File: src/rtl/csr_cmd_master.sv
// -----------------------------------------------------------------------------
// csr_cmd_master
//
// CSR bus master. Accepts read/write commands on a valid/ready stream, queues
// them in a small FIFO, and turns each into a single-cycle access on a
// strobe-per-register CSR bus. Read data (and, optionally, write readback) is
// returned on a valid/ready response stream.
//
// Handshake semantics (both streams): a transfer happens on a rising clk edge
// where valid and ready are both 1. The producer holds valid and its payload
// stable until that edge. The consumer may change ready freely.
//
// Build option:
//   CSR_CMD_MASTER_WR_ECHO_EN  when defined, writes also wait READ_LATENCY and
//                              return a response carrying the register
//                              readback. When undefined, writes return nothing.
//
// Ports:
//   clk, rst             clock, synchronous active-high reset
//   cmd_valid/cmd_ready  command handshake
//   cmd_rw               1 = write, 0 = read
//   cmd_sel              register select
//   cmd_data             write data
//   rsp_valid/rsp_ready  response handshake
//   rsp_data             sampled register data (0 on select error)
//   rsp_sel              select of the originating command
//   rsp_err              select was out of range
//   csr_data_o           write data bus (holds last written value)
//   csr_stb_o            one-hot write strobes
//   csr_data_i           flattened readback, register i at [(i+1)*W-1 : i*W]
//   csr_rw               type of the access in progress
//   csr_in_progress      access (ACCESS or WAIT) active
//   ready                post-reset hold-off has elapsed
//   err_count            saturating count of out-of-range commands
//   dbg_state_o          current FSM state (debug)
// -----------------------------------------------------------------------------
module csr_cmd_master #(
  parameter int CSR_DATA_BUS_WIDTH   = 32,
  parameter int CSR_STROBE_BUS_WIDTH = 32,
  parameter int CMD_FIFO_DEPTH       = 4,
  parameter int READ_LATENCY         = 1,
  parameter int CSR_RESET_DELAY      = 4
) (
  input  logic                                                 clk,
  input  logic                                                 rst,
  input  logic                                                 cmd_valid,
  output logic                                                 cmd_ready,
  input  logic                                                 cmd_rw,
  input  logic [$clog2(CSR_STROBE_BUS_WIDTH)-1:0]              cmd_sel,
  input  logic [CSR_DATA_BUS_WIDTH-1:0]                        cmd_data,
  output logic                                                 rsp_valid,
  input  logic                                                 rsp_ready,
  output logic [CSR_DATA_BUS_WIDTH-1:0]                        rsp_data,
  output logic [$clog2(CSR_STROBE_BUS_WIDTH)-1:0]              rsp_sel,
  output logic                                                 rsp_err,
  output logic [CSR_DATA_BUS_WIDTH-1:0]                        csr_data_o,
  output logic [CSR_STROBE_BUS_WIDTH-1:0]                      csr_stb_o,
  input  logic [CSR_DATA_BUS_WIDTH*CSR_STROBE_BUS_WIDTH-1:0]   csr_data_i,
  output logic                                                 csr_rw,
  output logic                                                 csr_in_progress,
  output logic                                                 ready,
  output logic [7:0]                                           err_count,
  output logic [2:0]                                           dbg_state_o
);

  localparam int W       = CSR_DATA_BUS_WIDTH;
  localparam int N       = CSR_STROBE_BUS_WIDTH;
  localparam int SW      = $clog2(CSR_STROBE_BUS_WIDTH);
  localparam int AW      = $clog2(CMD_FIFO_DEPTH);
  localparam int CNT_MAX = (CSR_RESET_DELAY > READ_LATENCY) ? CSR_RESET_DELAY : READ_LATENCY;
  localparam int CNT_W   = $clog2(CNT_MAX + 1);

`ifdef CSR_CMD_MASTER_WR_ECHO_EN
  localparam bit WR_ECHO = 1'b1;
`else
  localparam bit WR_ECHO = 1'b0;
`endif

  typedef enum logic [2:0] {
    S_INIT   = 3'd0,
    S_IDLE   = 3'd1,
    S_ACCESS = 3'd2,
    S_WAIT   = 3'd3,
    S_RESP   = 3'd4
  } state_t;

  // ---------------------------------------------------------------------------
  // Registers
  // ---------------------------------------------------------------------------
  state_t           state_q, state_d;
  logic [CNT_W-1:0] cnt_q, cnt_d;          // hold-off count in INIT, remaining WAIT cycles

  logic             cur_rw_q, cur_rw_d;    // command currently on the bus
  logic [SW-1:0]    cur_sel_q, cur_sel_d;
  logic             cur_err_q, cur_err_d;

  logic             cmd_ready_q, cmd_ready_d;
  logic             rsp_valid_q, rsp_valid_d;
  logic [W-1:0]     rsp_data_q, rsp_data_d;
  logic [SW-1:0]    rsp_sel_q, rsp_sel_d;
  logic             rsp_err_q, rsp_err_d;
  logic [W-1:0]     csr_data_q, csr_data_d;
  logic [N-1:0]     csr_stb_q, csr_stb_d;
  logic             csr_rw_q, csr_rw_d;
  logic             in_prog_q, in_prog_d;
  logic             ready_q, ready_d;
  logic [7:0]       err_count_q, err_count_d;

  // ---------------------------------------------------------------------------
  // Command FIFO (pointers carry one extra wrap bit)
  // ---------------------------------------------------------------------------
  logic          fifo_rw   [CMD_FIFO_DEPTH];
  logic [SW-1:0] fifo_sel  [CMD_FIFO_DEPTH];
  logic [W-1:0]  fifo_data [CMD_FIFO_DEPTH];
  logic [AW:0]   wr_ptr_q, wr_ptr_d;
  logic [AW:0]   rd_ptr_q, rd_ptr_d;
  logic [AW:0]   fifo_count;
  logic [AW:0]   fifo_count_next;
  logic          fifo_empty;
  logic          push;
  logic          pop;

  logic          head_rw;
  logic [SW-1:0] head_sel;
  logic [W-1:0]  head_data;
  logic          head_err;
  logic          needs_rsp;
  logic [W-1:0]  rd_word;

  // cmd_ready is registered and reflects the exact current fill level, so a
  // push is never accepted while the FIFO is full.
  assign push       = cmd_valid && cmd_ready_q;
  assign fifo_count = wr_ptr_q - rd_ptr_q;
  assign fifo_empty = (fifo_count == '0);

  assign head_rw   = fifo_rw[rd_ptr_q[AW-1:0]];
  assign head_sel  = fifo_sel[rd_ptr_q[AW-1:0]];
  assign head_data = fifo_data[rd_ptr_q[AW-1:0]];
  assign head_err  = (int'(head_sel) >= N);

  // Whether the command on the bus returns a response.
  assign needs_rsp = !cur_rw_q || WR_ECHO;

  always_ff @(posedge clk) begin
    if (push) begin
      fifo_rw[wr_ptr_q[AW-1:0]]   <= cmd_rw;
      fifo_sel[wr_ptr_q[AW-1:0]]  <= cmd_sel;
      fifo_data[wr_ptr_q[AW-1:0]] <= cmd_data;
    end
  end

  // Readback mux for the register being accessed.
  always_comb begin
    rd_word = '0;
    for (int i = 0; i < N; i++) begin
      if (int'(cur_sel_q) == i) rd_word = csr_data_i[i*W +: W];
    end
  end

  // ---------------------------------------------------------------------------
  // State register (plus all datapath registers)
  // ---------------------------------------------------------------------------
  always_ff @(posedge clk) begin
    if (rst) begin
      state_q     <= S_INIT;
      cnt_q       <= '0;
      cur_rw_q    <= 1'b0;
      cur_sel_q   <= '0;
      cur_err_q   <= 1'b0;
      cmd_ready_q <= 1'b0;
      rsp_valid_q <= 1'b0;
      rsp_data_q  <= '0;
      rsp_sel_q   <= '0;
      rsp_err_q   <= 1'b0;
      csr_data_q  <= '0;
      csr_stb_q   <= '0;
      csr_rw_q    <= 1'b0;
      in_prog_q   <= 1'b0;
      ready_q     <= 1'b0;
      err_count_q <= '0;
      wr_ptr_q    <= '0;
      rd_ptr_q    <= '0;
    end else begin
      state_q     <= state_d;
      cnt_q       <= cnt_d;
      cur_rw_q    <= cur_rw_d;
      cur_sel_q   <= cur_sel_d;
      cur_err_q   <= cur_err_d;
      cmd_ready_q <= cmd_ready_d;
      rsp_valid_q <= rsp_valid_d;
      rsp_data_q  <= rsp_data_d;
      rsp_sel_q   <= rsp_sel_d;
      rsp_err_q   <= rsp_err_d;
      csr_data_q  <= csr_data_d;
      csr_stb_q   <= csr_stb_d;
      csr_rw_q    <= csr_rw_d;
      in_prog_q   <= in_prog_d;
      ready_q     <= ready_d;
      err_count_q <= err_count_d;
      wr_ptr_q    <= wr_ptr_d;
      rd_ptr_q    <= rd_ptr_d;
    end
  end

  // ---------------------------------------------------------------------------
  // Next-state logic
  // ---------------------------------------------------------------------------
  always_comb begin
    state_d = state_q;
    pop     = 1'b0;
    case (state_q)
      S_INIT: begin
        if (cnt_q == CNT_W'(CSR_RESET_DELAY - 1)) state_d = S_IDLE;
      end
      S_IDLE: begin
        if (!fifo_empty) begin
          pop     = 1'b1;
          state_d = S_ACCESS;
        end
      end
      S_ACCESS: begin
        if (needs_rsp) begin
          state_d = (READ_LATENCY == 1) ? S_RESP : S_WAIT;
        end else if (!fifo_empty) begin
          // Plain writes chain straight into the next access.
          pop     = 1'b1;
          state_d = S_ACCESS;
        end else begin
          state_d = S_IDLE;
        end
      end
      S_WAIT: begin
        if (cnt_q == '0) state_d = S_RESP;
      end
      S_RESP: begin
        if (rsp_ready) state_d = S_IDLE;
      end
      default: state_d = S_INIT;
    endcase
  end

  // ---------------------------------------------------------------------------
  // Output / datapath next values
  // ---------------------------------------------------------------------------
  always_comb begin
    cnt_d       = '0;
    cur_rw_d    = cur_rw_q;
    cur_sel_d   = cur_sel_q;
    cur_err_d   = cur_err_q;
    rsp_valid_d = rsp_valid_q;
    rsp_data_d  = rsp_data_q;
    rsp_sel_d   = rsp_sel_q;
    rsp_err_d   = rsp_err_q;
    csr_data_d  = csr_data_q;
    csr_stb_d   = '0;
    csr_rw_d    = 1'b0;
    in_prog_d   = 1'b0;
    err_count_d = err_count_q;
    wr_ptr_d    = wr_ptr_q + (AW+1)'(push);
    rd_ptr_d    = rd_ptr_q + (AW+1)'(pop);

    // INIT is only ever entered through reset, so ready is simply "not INIT".
    ready_d = (state_d != S_INIT);

    fifo_count_next = fifo_count + (AW+1)'(push) - (AW+1)'(pop);
    cmd_ready_d     = ready_d && (fifo_count_next != (AW+1)'(CMD_FIFO_DEPTH));

    // Hold-off and wait counters.
    if (state_q == S_INIT && state_d == S_INIT) begin
      cnt_d = cnt_q + CNT_W'(1);
    end else if (state_q == S_ACCESS && state_d == S_WAIT) begin
      cnt_d = CNT_W'((READ_LATENCY > 1) ? (READ_LATENCY - 2) : 0);
    end else if (state_q == S_WAIT && state_d == S_WAIT) begin
      cnt_d = cnt_q - CNT_W'(1);
    end

    // Starting an access: latch the command and drive the bus for one cycle.
    if (pop) begin
      cur_rw_d  = head_rw;
      cur_sel_d = head_sel;
      cur_err_d = head_err;
      in_prog_d = 1'b1;
      csr_rw_d  = head_rw;
      if (head_err) begin
        if (err_count_q != 8'hFF) err_count_d = err_count_q + 8'd1;
      end else if (head_rw) begin
        csr_data_d = head_data;
        for (int i = 0; i < N; i++) begin
          csr_stb_d[i] = (int'(head_sel) == i);
        end
      end
    end

    // Latency wait keeps the access marked active.
    if (state_d == S_WAIT) begin
      in_prog_d = 1'b1;
      csr_rw_d  = cur_rw_q;
    end

    // Response retires on the handshake edge.
    if (state_q == S_RESP && rsp_ready) rsp_valid_d = 1'b0;

    // Sample readback on the edge that enters RESP.
    if ((state_q == S_ACCESS || state_q == S_WAIT) && state_d == S_RESP) begin
      rsp_valid_d = 1'b1;
      rsp_data_d  = cur_err_q ? '0 : rd_word;
      rsp_sel_d   = cur_sel_q;
      rsp_err_d   = cur_err_q;
    end
  end

  assign cmd_ready       = cmd_ready_q;
  assign rsp_valid       = rsp_valid_q;
  assign rsp_data        = rsp_data_q;
  assign rsp_sel         = rsp_sel_q;
  assign rsp_err         = rsp_err_q;
  assign csr_data_o      = csr_data_q;
  assign csr_stb_o       = csr_stb_q;
  assign csr_rw          = csr_rw_q;
  assign csr_in_progress = in_prog_q;
  assign ready           = ready_q;
  assign err_count       = err_count_q;
  assign dbg_state_o     = state_q;

endmodule

File: config.mk
export PLATFORM = sky130hd
export DESIGN_NAME = csr_cmd_master
export DESIGN_NICKNAME = d
export VERILOG_FILES = /design/src/rtl/csr_cmd_master.sv
export SDC_FILE = /design/constraint.sdc
export NUM_CORES = 1
export LEC_CHECK = 0
export CAP_MARGIN = 40
export CORE_AREA = 5 5 460 462
export CTS_BUF_LIST = sky130_fd_sc_hd__clkbuf_16
export CTS_CLUSTER_DIAMETER = 120
export DETAILED_ROUTE_END_ITERATION = 10
export DIE_AREA = 0 0 465 467
export SLEW_MARGIN = 20
export SYNTH_ARGS = -nofsm -noshare
export SYNTH_HDL_FRONTEND = slang
export SYNTH_SLANG_ARGS = --single-unit
File: constraint.sdc
create_clock -name clk -period 5.47 [get_ports clk]
set_input_delay 0.547 -clock clk [delete_from_list [all_inputs] [get_ports clk]]
set_output_delay 0.547 -clock clk [all_outputs]
set_load 0.05 [all_outputs]
==> key figures <==
Status
  • Outcome: complete, no violations

Critical path
  • Crit Path Category: reg2reg
  • Slowest CP cell: a211oi_2
  • Most frequent CP cell: buf_4
  • Crit-path cells: buf_4 -> nor2b_4 -> buf_4 -> a21oi_1 -> o2bb2ai_1 -> o21ai_0 -> a211oi_2 -> nor3_2 -> buf_4 -> o31ai_1
  • R2r setup slk: around 1.2 ns
  • FF-to-FF path depth: 10
  • Worst path max stage delay: 0.77 ns
  • Worst setup SP type: flip-flop
  • Worst-path maximum fanout: 42
  • Crit. End Element: flip-flop
  • Crit path required time: 5.94 ns
  • Crit path DAT: between 4 and 5 ns

Clock network
  • Total CTS buffers: 34
  • CTS Sinks: 276
  • Max clock buf depth: 3
  • Clock slew at reported path FFs: around 0.060 ns
  • CTS HTree Levels: 2
  • CTS tree: yes
  • Postcts setup bufs: 0
  • Clk_lat worst skew: ~0.60 ns
  • Post-CTS Hold Fix Bufs: 0
  • Root Driver: clkbuf_16
  • Post-CTS sizing: 0

Power and ir drop
  • Clk network pwr share: a little under two fifths
  • Power Internal: between 4 and 5 mW
  • Power per Cell Area: 158.9 nW/um^2
  • Leakage: approximately 12 nW
  • Sequential Power Share: 37.9%
  • Combinational share of power: between 20% and 30%
  • NetSw: 1.616 mW
  • Sw frac: roughly 28%
  • Peak VDD IR: ~0.2 mV

Synth
  • Mapped Area: ~20,000 um^2
  • Post-synth top flop: edfxtp_1
  • Distinct cell type count after synthesis: 95
  • Synth Instances: 2,326
  • Post-synth EDFFs: 152
  • Avg Synthesized Cell Area: approximately 8.5 um^2
  • Register bit total from synthesis: approximately 280
  • Register area share after synthesis: 35.75%
  • Ys async rst share: 0%
  • Synth warn: 0

STA
  • Period utilization: ~78%
  • Hold WS: between 0.3 and 0.4 ns
  • Fin Setup TNS: 0 ns
  • Post-layout min period: ~4.2 ns
  • Max Slew Vio Count: 0
  • Relative slew slack: approximately 28%
  • Tightest Pin Transition: about 1.1 ns
  • RSZ-0062 raised after global routing: false
  • Setup violators final: 0
  • Max Clock Freq: 0.2358 GHz
  • Final Hold Viols: 0
  • Clock Skew: roughly 0.050 ns

Route
  • Routed wire length per instance: roughly 44 um
  • DRT Pass-1 Iters: 8
  • Via density: about 4.5
  • Drt total wl: between 200 and 300 mm
  • Drt drc: 0
  • Final ANT Viol Nets: 0
  • DRT iter0 DRCs: about 3,200
  • Vias: ~28,000

Die
  • I/O pin count: roughly 1,200
  • Rows: approximately 170
  • Die width: approximately 470 um
  • Initial Utilization: a little under a tenth
  • Die Y-Extent: ~470 um
  • Core Box Area: about 210,000 um^2
  • Die ar.: around 220,000 um^2

Global route
  • Largest net degree at the start of global routing: 59
  • Vias in the first global route: 28,562
  • GRT overflow: 0
  • First-pass GRT wire length: around 340 mm
  • Initial antenna violation count: about 180
  • Total Routing Usage GR: between 20% and 30%

Place
  • Post-DP HPWL: ~240 mm
  • Port bufs: between 1,000 and 1,500
  • Cell Area, Placed: between 30,000 and 40,000 um^2
  • Final RePlAce weighted congestion: between 1 and 1.5

Layout
  • Final net count: between 4,000 and 5,000
  • Sequential Area: 7068 um^2
  • Area Overhead vs Synth: 86.92%
  • Finished Cell Area: 36,840 um^2
  • Most common cell after layout, fill and taps aside: clkdlybuf4s50_1
  • Most frequent cells in the layout: 1,173 x clkdlybuf4s50_1, 320 x a21oi_1, 219 x nor2_1, 200 x nand2_1, 159 x buf_4
  • Share of layout cells above drive strength 1: around 11%
  • Final core utilization: about 18%
  • Fill cell total of the finished layout: 23,166
  • Area occupied by multi-input gates: about 12,000 um^2

Job
  • Max-Cap Viols: 0

Worst hold path
  • Hold WC Path Type: in2reg
  • WHS Path Cells: 2
cells by family after synthesis:
logic type | synth area share, %
flip-flops | 35.75
AO/OA/AOI/OAI | 34.12
multiplexers | 5.764
AND/OR/NAND/NOR | 16.90
XOR/XNOR | 0.3111
buffers and inverters | 6.234
other | 0.01903
adder cells (fa/ha/maj) | 0.9015
state kept, by name, summed over array words and instances (netlist names), 3 cells and up:
signal and count:
fifo_rw 4, fifo_sel 20, csr_stb_o 32, rsp_sel 5
cnt_q 3, wr_ptr_q 3, cur_sel_q 5, dbg_state_o 3
rd_ptr_q 3, fifo_data 128, rsp_data 32, csr_data_o 32
worst max-delay path, delay by kind of cell (launching register included):
family / cells / cell delay (ns)
AO/OA/AOI/OAI: 5 / 1.40
buffers and inverters: 3 / 1.11
flip-flops: 1 / 0.76
AND/OR/NAND/NOR: 2 / 0.72
stage by stage:
| step | setup slack (ns) | cells | power (mW) |
|---|---|---|---|
| CTS | 1.203 | 6232 | 5.901 |
| global route | 1.117 | 6261 | 6.001 |
| detailed placement | 1.185 | 6170 | 3.644 |
| finish | 1.230 | 6293 | 5.852 |
| global placement | -0.1253 | 6136 | 3.637 |
| floorplan | 1.549 | 2334 | 2.461 |
synthesized netlist by cell type (7+ instances only):
cell type  count  area share [%]
a222oi_1      20             1.0
o21ai_0      166             4.2
mux4_2        39             4.5
dfxtp_1      124              13
a2bb2oi_1      9            0.40
nand3_1       56             1.4
nand2_1      201             3.8
o2bb2ai_1     17            0.76
nand2b_1      18            0.57
clkbuf_1      81             1.5
a211oi_1      46             1.8
a31oi_1       15            0.48
o31ai_1       25            0.95
nand3b_1       8            0.30
ha_1          11            0.70
and3_1         7            0.22
a21o_1        28             1.1
buf_1         19            0.36
a22oi_1       50             1.9
a221o_1       11            0.56
a22o_1        22            0.98
edfxtp_1     152              23
a41oi_1       10            0.44
mux2i_1       19            0.96
nor3_1        59             1.5
a221oi_1      48             2.1
nor2_1       229             4.4
nor2b_1       31            0.98
a21oi_1      321             8.2
o21a_1        14            0.53
or4_1         13            0.50
inv_1         21            0.40
o21ai_1        7            0.18
o22ai_1       68             2.2
buf_4         35             1.3
buf_2         78             2.0
o211ai_1      23            0.88
o221ai_1      57             2.5
or3_1         10            0.32
o22a_1         8            0.36
buf_6         10            0.57
power groups by stage:
stage	Combinational [mW]	Clock, mW	Sequential, mW
after global routing	1.42	2.36	2.22
final	1.39	2.24	2.22
after global placement	1.37	0	2.26
after CTS	1.39	2.29	2.22
after detailed placement	1.38	0	2.27
after floorplan	0.185	0	2.28
layer usage:
| layer | global-route usage (%) | wire length, um | up-vias |
|---|---|---|---|
| met4 | 11.28 | 16280 | 110 |
| met5 | 0 | 674 | - |
| met2 | 40.43 | 129200 | 2140 |
| li1 | - | - | 11482 |
| met3 | 8.951 | 28190 | 626 |
| met1 | 27.14 | 102100 | 14096 |
worst paths after layout:
kind	startpoint	endpoint
setup / recovery	cur_sel_q[0]$_SDFFE_PP0P_	rsp_data[3]$_SDFFE_PP0P_
hold / removal	rst	cur_sel_q[1]$_SDFFE_PP0P_
setup reg to reg	cur_sel_q[0]$_SDFFE_PP0P_	rsp_data[3]$_SDFFE_PP0P_
hold reg to reg	rsp_sel[0]$_SDFFE_PP0P_	rsp_sel[0]$_SDFFE_PP0P_
final cells by class:
class	count	area share, %
timing repair buffer	1363	36.26
multi-input combinational	1812	31.81
sequential	276	19.19
tap	2704	9.184
clock buffer	35	2.377
clock inverter	27	0.5910
antenna	54	0.3668
inverter	22	0.2309
No activity file was read; power rests on OpenSTA's default activity.
